[src/rtl/cr16_mem_pkg.sv]
`default_nettype none
// ============================================================================
// Module   : cr16_mem_pkg
// Purpose  : Shared widths, arbiter state and port-select encodings for the
//            CR16 block-RAM port arbiter.
// Revision : 1.0 - initial release
// ============================================================================
package cr16_mem_pkg;

    localparam int c_ADDR_W = 10;
    localparam int c_DATA_W = 16;

    typedef enum logic [0:0] {
        ST_OPEN = 1'b0,
        ST_LOCK = 1'b1
    } arb_state_e;

    typedef enum logic [1:0] {
        SEL_NONE = 2'd0,
        SEL_CPU  = 2'd1,
        SEL_AUX  = 2'd2
    } port_sel_e;

endpackage : cr16_mem_pkg
`default_nettype wire

[src/rtl/mem_port_arbiter.sv]
`default_nettype none
// ============================================================================
// Module   : mem_port_arbiter
// Purpose  : Shares one synchronous BRAM port between the CPU (fixed priority,
//            with an atomic lock mode) and an auxiliary requester.
// Revision : 1.0 - initial release
// ============================================================================
module mem_port_arbiter
    import cr16_mem_pkg::*;
#(
    parameter int ADDR_W   = c_ADDR_W,
    parameter int DATA_W   = c_DATA_W,
    parameter int MAX_WAIT = 4
) (
    input  logic              clk,
    input  logic              reset,
    input  logic              i_cpu_req,
    input  logic              i_cpu_we,
    input  logic [ADDR_W-1:0] i_cpu_addr,
    input  logic [DATA_W-1:0] i_cpu_wdata,
    input  logic              i_cpu_lock,
    output logic              o_cpu_gnt,
    output logic              o_cpu_rvalid,
    output logic [DATA_W-1:0] o_cpu_rdata,
    input  logic              i_aux_req,
    input  logic              i_aux_we,
    input  logic [ADDR_W-1:0] i_aux_addr,
    input  logic [DATA_W-1:0] i_aux_wdata,
    output logic              o_aux_gnt,
    output logic              o_aux_rvalid,
    output logic [DATA_W-1:0] o_aux_rdata,
    output logic              o_mem_en,
    output logic              o_mem_we,
    output logic [ADDR_W-1:0] o_mem_addr,
    output logic [DATA_W-1:0] o_mem_wdata,
    input  logic [DATA_W-1:0] i_mem_rdata
);

    localparam int                c_CNT_W = $clog2(MAX_WAIT + 1);
    localparam logic [c_CNT_W-1:0] c_MAX  = c_CNT_W'(MAX_WAIT);

    arb_state_e         r_state;
    arb_state_e         w_state_nxt;
    port_sel_e          w_sel;
    logic [c_CNT_W-1:0] r_wait_cnt;
    logic [c_CNT_W-1:0] w_wait_nxt;
    logic               w_eff_lock;
    logic               w_starved;
    logic               r_cpu_rvalid;
    logic               r_aux_rvalid;
    logic [DATA_W-1:0]  r_cpu_rdata;
    logic [DATA_W-1:0]  r_aux_rdata;

    // Dropping cpu_lock releases the port in the same cycle it is seen.
    assign w_eff_lock = (r_state == ST_LOCK) && i_cpu_lock;
    assign w_starved  = (r_wait_cnt == c_MAX);

    always_ff @(posedge clk or negedge reset) begin
        if (!reset) begin
            r_state    <= ST_OPEN;
            r_wait_cnt <= '0;
        end else begin
            r_state    <= w_state_nxt;
            r_wait_cnt <= w_wait_nxt;
        end
    end

    always_comb begin
        w_sel       = SEL_NONE;
        w_state_nxt = r_state;
        w_wait_nxt  = r_wait_cnt;
        o_mem_en    = 1'b0;
        o_mem_we    = 1'b0;
        o_mem_addr  = '0;
        o_mem_wdata = '0;

        if (!reset) begin
            w_sel = SEL_NONE;
        end else if (w_eff_lock) begin
            if (i_cpu_req) w_sel = SEL_CPU;
        end else if (i_aux_req && w_starved) begin
            w_sel = SEL_AUX;
        end else if (i_cpu_req) begin
            w_sel = SEL_CPU;
        end else if (i_aux_req) begin
            w_sel = SEL_AUX;
        end

        case (w_sel)
            SEL_CPU: begin
                o_mem_en    = 1'b1;
                o_mem_we    = i_cpu_we;
                o_mem_addr  = i_cpu_addr;
                o_mem_wdata = i_cpu_wdata;
            end
            SEL_AUX: begin
                o_mem_en    = 1'b1;
                o_mem_we    = i_aux_we;
                o_mem_addr  = i_aux_addr;
                o_mem_wdata = i_aux_wdata;
            end
            default: ;
        endcase

        if (w_eff_lock) begin
            if (w_sel == SEL_CPU && i_cpu_we) w_state_nxt = ST_OPEN;
        end else begin
            w_state_nxt = ST_OPEN;
            if (w_sel == SEL_CPU && !i_cpu_we && i_cpu_lock) w_state_nxt = ST_LOCK;
        end

        if (!i_aux_req || w_sel == SEL_AUX) begin
            w_wait_nxt = '0;
        end else if (!w_starved) begin
            w_wait_nxt = r_wait_cnt + 1'b1;
        end
    end

    assign o_cpu_gnt = (w_sel == SEL_CPU);
    assign o_aux_gnt = (w_sel == SEL_AUX);

    // BRAM data is only valid during the rvalid cycle; capture it for the hold.
    always_ff @(posedge clk or negedge reset) begin
        if (!reset) begin
            r_cpu_rvalid <= 1'b0;
            r_aux_rvalid <= 1'b0;
            r_cpu_rdata  <= '0;
            r_aux_rdata  <= '0;
        end else begin
            r_cpu_rvalid <= o_cpu_gnt && !i_cpu_we;
            r_aux_rvalid <= o_aux_gnt && !i_aux_we;
            if (r_cpu_rvalid) r_cpu_rdata <= i_mem_rdata;
            if (r_aux_rvalid) r_aux_rdata <= i_mem_rdata;
        end
    end

    assign o_cpu_rvalid = r_cpu_rvalid;
    assign o_aux_rvalid = r_aux_rvalid;
    assign o_cpu_rdata  = r_cpu_rvalid ? i_mem_rdata : r_cpu_rdata;
    assign o_aux_rdata  = r_aux_rvalid ? i_mem_rdata : r_aux_rdata;

endmodule : mem_port_arbiter
`default_nettype wire
[config.mk]
export PLATFORM = sky130hd
export DESIGN_NAME = mem_port_arbiter
export DESIGN_NICKNAME = d
export VERILOG_FILES = /design/src/rtl/cr16_mem_pkg.sv /design/src/rtl/mem_port_arbiter.sv
export SDC_FILE = /design/constraint.sdc
export NUM_CORES = 1
export LEC_CHECK = 0
export ABC_AREA = 1
export BUFFER_PORTS_ARGS = -buffer_cell sky130_fd_sc_hd__buf_4
export CORE_ASPECT_RATIO = 1.5
export CORE_UTILIZATION = 38
export CTS_CLUSTER_DIAMETER = 150
export DETAILED_ROUTE_END_ITERATION = 7
export GPL_ROUTABILITY_DRIVEN = 0
export PLACE_DENSITY_LB_ADDON = 0.3
export SETUP_SLACK_MARGIN = 0.4
export SYNTH_ARGS = -nofsm -noshare
export SYNTH_HDL_FRONTEND = slang
export SYNTH_SLANG_ARGS = --single-unit
[constraint.sdc]
create_clock -name clk -period 2 [get_ports clk]
set_input_delay 0.3 -clock clk [delete_from_list [all_inputs] [get_ports clk]]
set_output_delay 0.3 -clock clk [all_outputs]
set_load 0.005 [all_outputs]
# [Yosys cells after proc, flatten, opt, wreduce, memory -nomap -nowiden]
# Index checks and enable logic that the tools add are counted.
[totals] word_cells=40 out_inout_bits=64 ff_bits=38 input_bits=75
[op_classes] n_mux=17 addsub=1 eq_ne=5 reduce_logical=11
[op_table] op="$mux W16" n=2
[op_table] op="$pmux W16 S2" n=1
[op_table] op="$pmux W10 S2" n=1
[op_table] op="$mux W2" n=5
[op_table] op="$logic_and A1 B1 Y1" n=6
[op_table] op="$mux W3" n=2
[op_table] op="$mux W1" n=5
[op_table] op="$ne A2 B1 Y1 const B" n=2
[op_table] op="$add A3 B1 Y3 const B" n=1
[op_table] op="$eq A3 B3 Y1 const B" n=1
[op_table] op="$logic_not A1 Y1" n=3
[op_table] op="$eq A2 B1 Y1 const B" n=1
[op_table] op="$eq A2 B2 Y1 const B" n=1
[op_table] op="$pmux W1 S2" n=1
[op_table] op="$reduce_or A2 Y1" n=1
[op_table] op="$logic_or A1 B1 Y1" n=1

# [Longest topological paths before layout]
[depth] depth_word=10 depth_mapped=11 depth_no_buf=10

# [Least setup slack after synthesis]
# Ideal clock, no wire load.
[synth_timing] path_type="register -> output" from="register r_wait_cnt[0]" to="output o_mem_wdata[1]" n_path_buf=2 path_stages_with_launch=11 setup_slack_ns=0.051 t_arrival_ns=1.649 cell_sequence="dfrtp_1 > inv_1 > ha_1 > nand2_1 > nand2_1 > inv_1 > nor2_1 > ha_1 > buf_4 > buf_2 > a21oi_1"
[synth_between] elab_chain_len=7 elab_cells_between_ends=8
[synth_rtl] item="from (decl)" line="mem_port_arbiter.sv:45" source="logic [c_CNT_W-1:0] r_wait_cnt;"
[synth_rtl] item="from (signal assigned)" line="mem_port_arbiter.sv:64" source="r_wait_cnt <= w_wait_nxt;"
[synth_rtl] item="$eq A3 B3 Y1 *" line="mem_port_arbiter.sv:56" source="assign w_starved = (r_wait_cnt == c_MAX);"
[synth_rtl] item="$logic_and A1 B1 Y1 *" line="mem_port_arbiter.sv:81" source="end else if (i_aux_req && w_starved) begin"
[synth_rtl] item="$mux W2 *" line="mem_port_arbiter.sv:81"
[synth_rtl] item="$mux W2 *" line="mem_port_arbiter.sv:79" source="end else if (w_eff_lock) begin"
[synth_rtl] item="$mux W2 *" line="mem_port_arbiter.sv:77" source="if (!reset) begin"
[synth_rtl] item="$eq A2 B2 Y1 or $eq A2 B1 Y1 (tied branches)" line="mem_port_arbiter.sv:89" source="case (w_sel)"
[synth_rtl] item="$pmux W16 S2 *" line="mem_port_arbiter.sv:89"
[synth_rtl] item="to (decl)" line="mem_port_arbiter.sv:35" source="output logic [DATA_W-1:0] o_mem_wdata,"
# Every way passes the cells marked *; elsewhere a longest branch is shown, timed or not.

# [Worst setup path after layout]
[layout_timing] from="register r_wait_cnt[0]" to="output o_mem_addr[8]"
[layout_between] elab_chain_len=7 elab_cells_between_ends=8
[layout_rtl] item="$eq A3 B3 Y1 *" line="mem_port_arbiter.sv:56"
[layout_rtl] item="$logic_and A1 B1 Y1 *" line="mem_port_arbiter.sv:81"
[layout_rtl] item="$mux W2 *" line="mem_port_arbiter.sv:81"
[layout_rtl] item="$mux W2 *" line="mem_port_arbiter.sv:79"
[layout_rtl] item="$mux W2 *" line="mem_port_arbiter.sv:77"
[layout_rtl] item="$eq A2 B2 Y1 or $eq A2 B1 Y1 (tied branches)" line="mem_port_arbiter.sv:89"
[layout_rtl] item="$pmux W10 S2 *" line="mem_port_arbiter.sv:89"
[layout_rtl] item="to (decl)" line="mem_port_arbiter.sv:34" source="output logic [ADDR_W-1:0] o_mem_addr,"
# Marks and branches as above.

==> flow_summary.ini <==
[status]
status = complete, but fails checks
violations = negative setup slack

[setup_path]
slowest_delay_ps = 390
path_class = reg2out
cp_top_family = adder cells
cp.required_ps = 1700
cp_max_fo = 14
cp_num_buf_inv = 3
worst_ep_arrival_time_ps = 1950
endpoint_kind = primary output
cp-start-kind = flip-flop
critPathSlowestCell = dfrtp_1
path_cells = inv_2 -> ha_4 -> nand2_4 -> nand2_4 -> nand4_1 -> ha_4 -> buf_8 -> nand2_1 -> a21oi_2 -> buf_4

[clock_network]
cts_hold_buf = 0
ctsHtreeMaxLevel = 2
clk_pin_slew_ps = 70
cts_root_buf = clkbuf_8
cts_tree = yes
cts_made_buffers = 5
clock_path_buffers = 2
cts_sinks = 38
clock_latency_ps = 280

[detailed_routing]
vias_per_cell = 4.64
drc = 0
met3_length_microns = 437
vias = 2291
top_layer_used = met4
wl_met2_microns = 3620
ant_nets = 0
met1_length_microns = 2200
drt_iter0_markers = 94
wl_per_cell_microns = 12.9
first_pass_iters = 4
wl_microns = 6350

[placement]
dpl.hpwl_microns = 4590
placed_cells = 477
port_buffers = 138

[logic_synthesis]
synth.cell_area_sq_um = 2100
synth.area.top_cells = dfrtp_1 (45%), nand2_1 (17%), inv_1 (7.7%)
syn_area_per_cell_sq_um = 7.63
ys_warn_count = 0
synth_nets = 356
ys_types = 16
yosysTopAreaCellShare_pct = 45.3
syn_inst = 275
synth_top_area_cell = dfrtp_1
ys_ff_latch = 38
yosysSeqAreaShare_pct = 45.3

[finish]
seqCellArea_sq_um = 951
insertedDiodeCount = 0
fin_cells = 494
fillers = 437
layout_common_cells = buf_4 (144), nand2_1 (85), inv_1 (38), dfrtp_1 (38), o21ai_1 (30)
area_growth_pct = 75.4
multi_input_area_sq_um = 1080
fin_util_pct = 70.2
drive_above_1_share_pct = 51.9
nNetsFinal = 507
final_common_cell = buf_4

[sta]
finalCritPeriodShare_pct = 112
slew_headroom_pct = 69.6
drv_slew = 0
finalSetupTns_ps = -6510
worst_clock_skew_ps = 2.80
setup_ws_ps = -247
min_period_ps = 2250
hold_violations = 0
worst_pin_slew_ps = 456
finalSetupViolations = 30
rsz0062_at_grt = true
timing.fmax_mhz = 445

[floorplanning]
std_cell_rows = 32
start_util_pct = 40.0
die_w_microns = 62.7
ios = 139
coreArea_sq_um = 5250
die_h_microns = 93.0
dieArea_sq_um = 5830

[power]
power_density_nw_per_um2 = 621
p_leak_nw = 1.82
peakVddDrop_mv = 0.256

[global_routing]
grt_max_degree = 39
grt_pass1_vias = 2171
antenna_found_initial = 0
grt_pass1_wl_microns = 9690
grtUsageTotal_pct = 21.2
gr-total-overflow = 0

[hold_path]
hold_class = in2async

[job]
maxCapViolCount = 0
-- worst reg2reg max path, stage by stage, from the launching register on --
cell     delay (ps)
dfrtp_1         390
inv_2           100
ha_4            180
nand2_4          60
nand2_4          70
nand4_1         170
buf_4           200
buf_6           110
buf_6           110
ha_4            160
buf_6           110
inv_2            40
nor2_2           30
nand3_1          70
nand2_1          50
-- layer usage --
layer	GRT usage [%]	up-vias
li1	-	1143
met1	22.0	1025
met2	41.3	115
met3	4.39	8
met4	7.56	0
met5	0	-
-- registers in the layout (all words and copies together) (netlist names) --
register	cells
o_aux_rvalid	1
o_cpu_rvalid	1
r_aux_rdata	16
r_cpu_rdata	16
r_state	1
r_wait_cnt	3
-- power breakdown --
group | internal, mW | leakage, nW | switching (mW)
Combinational | 0.463 | 1.31 | 0.386
Sequential | 0.921 | 0.471 | 0.0451
Clock | 0.233 | 0.0438 | 0.238
-- logic make-up after synthesis --
kind of cell | Yosys count | synth area share [%]
AND/OR/NAND/NOR | 113 | 21.2
flip-flops | 38 | 45.3
AO/OA/AOI/OAI | 60 | 16.8
buffers and inverters | 58 | 13.1
adder cells (fa/ha/maj) | 6 | 3.58
-- synth_stat cells --
cell	instances
nand2_1	96
inv_1	43
dfrtp_1	38
o21ai_0	32
a21oi_1	14
a21oi_2	13
buf_2	7
nand3_1	7
nor2_1	7
ha_1	6
buf_6	5
buf_4	3
nand2_2	1
nand4_1	1
nor2_4	1
o21bai_1	1
-- worst paths after layout --
kind                                            from                        end  slack, ps  depth (start not counted)
setup / recovery           r_wait_cnt[0]$_DFFE_PN0P_              o_mem_addr[8]       -250                         10
hold / removal                                 reset   r_cpu_rdata[1]$_DFF_PN0_        100                          2
setup reg to reg           r_wait_cnt[0]$_DFFE_PN0P_        r_state$_DFFE_PN0P_         50                         14
hold reg to reg            r_cpu_rdata[12]$_DFF_PN0_  r_cpu_rdata[12]$_DFF_PN0_        510                          2
max in group asynchronous                      reset  r_cpu_rdata[14]$_DFF_PN0_       1580                          2
min in group clk                            i_aux_we     o_aux_rvalid$_DFF_PN0_        170                          2
-- what timing repair did --
item,CTS,global route
pin swaps,5,12
setup buffers,5,3
setup endpoints to repair,48,67
gates resized for setup,51,39
cloned,1,1
-- metrics by stage --
step                hold WS [ps]  total power [mW]  setup slack, ps  instance area (sq um)
floorplan                   4.41              1.27              170                   2160
global placement             411              1.69             50.7                   3250
detailed placement           409              1.72             18.9                   3250
CTS                          105              2.26             -223                   3520
global route                 129              2.44             -365                   3680
finish                       105              2.29             -247                   3680
-- area by class of cell --
| type | count | area share [%] |
|---|---|---|
| Tap cell | 68 | 2.31 |
| Inverter | 43 | 4.52 |
| Clock inverter | 2 | 0.272 |
| Timing Repair Buffer | 159 | 35.9 |
| Clock buffer | 5 | 1.87 |
| Multi-Input combinational cell | 179 | 29.2 |
| Sequential cell | 38 | 25.8 |
No activity file was read; power rests on OpenSTA's default activity.
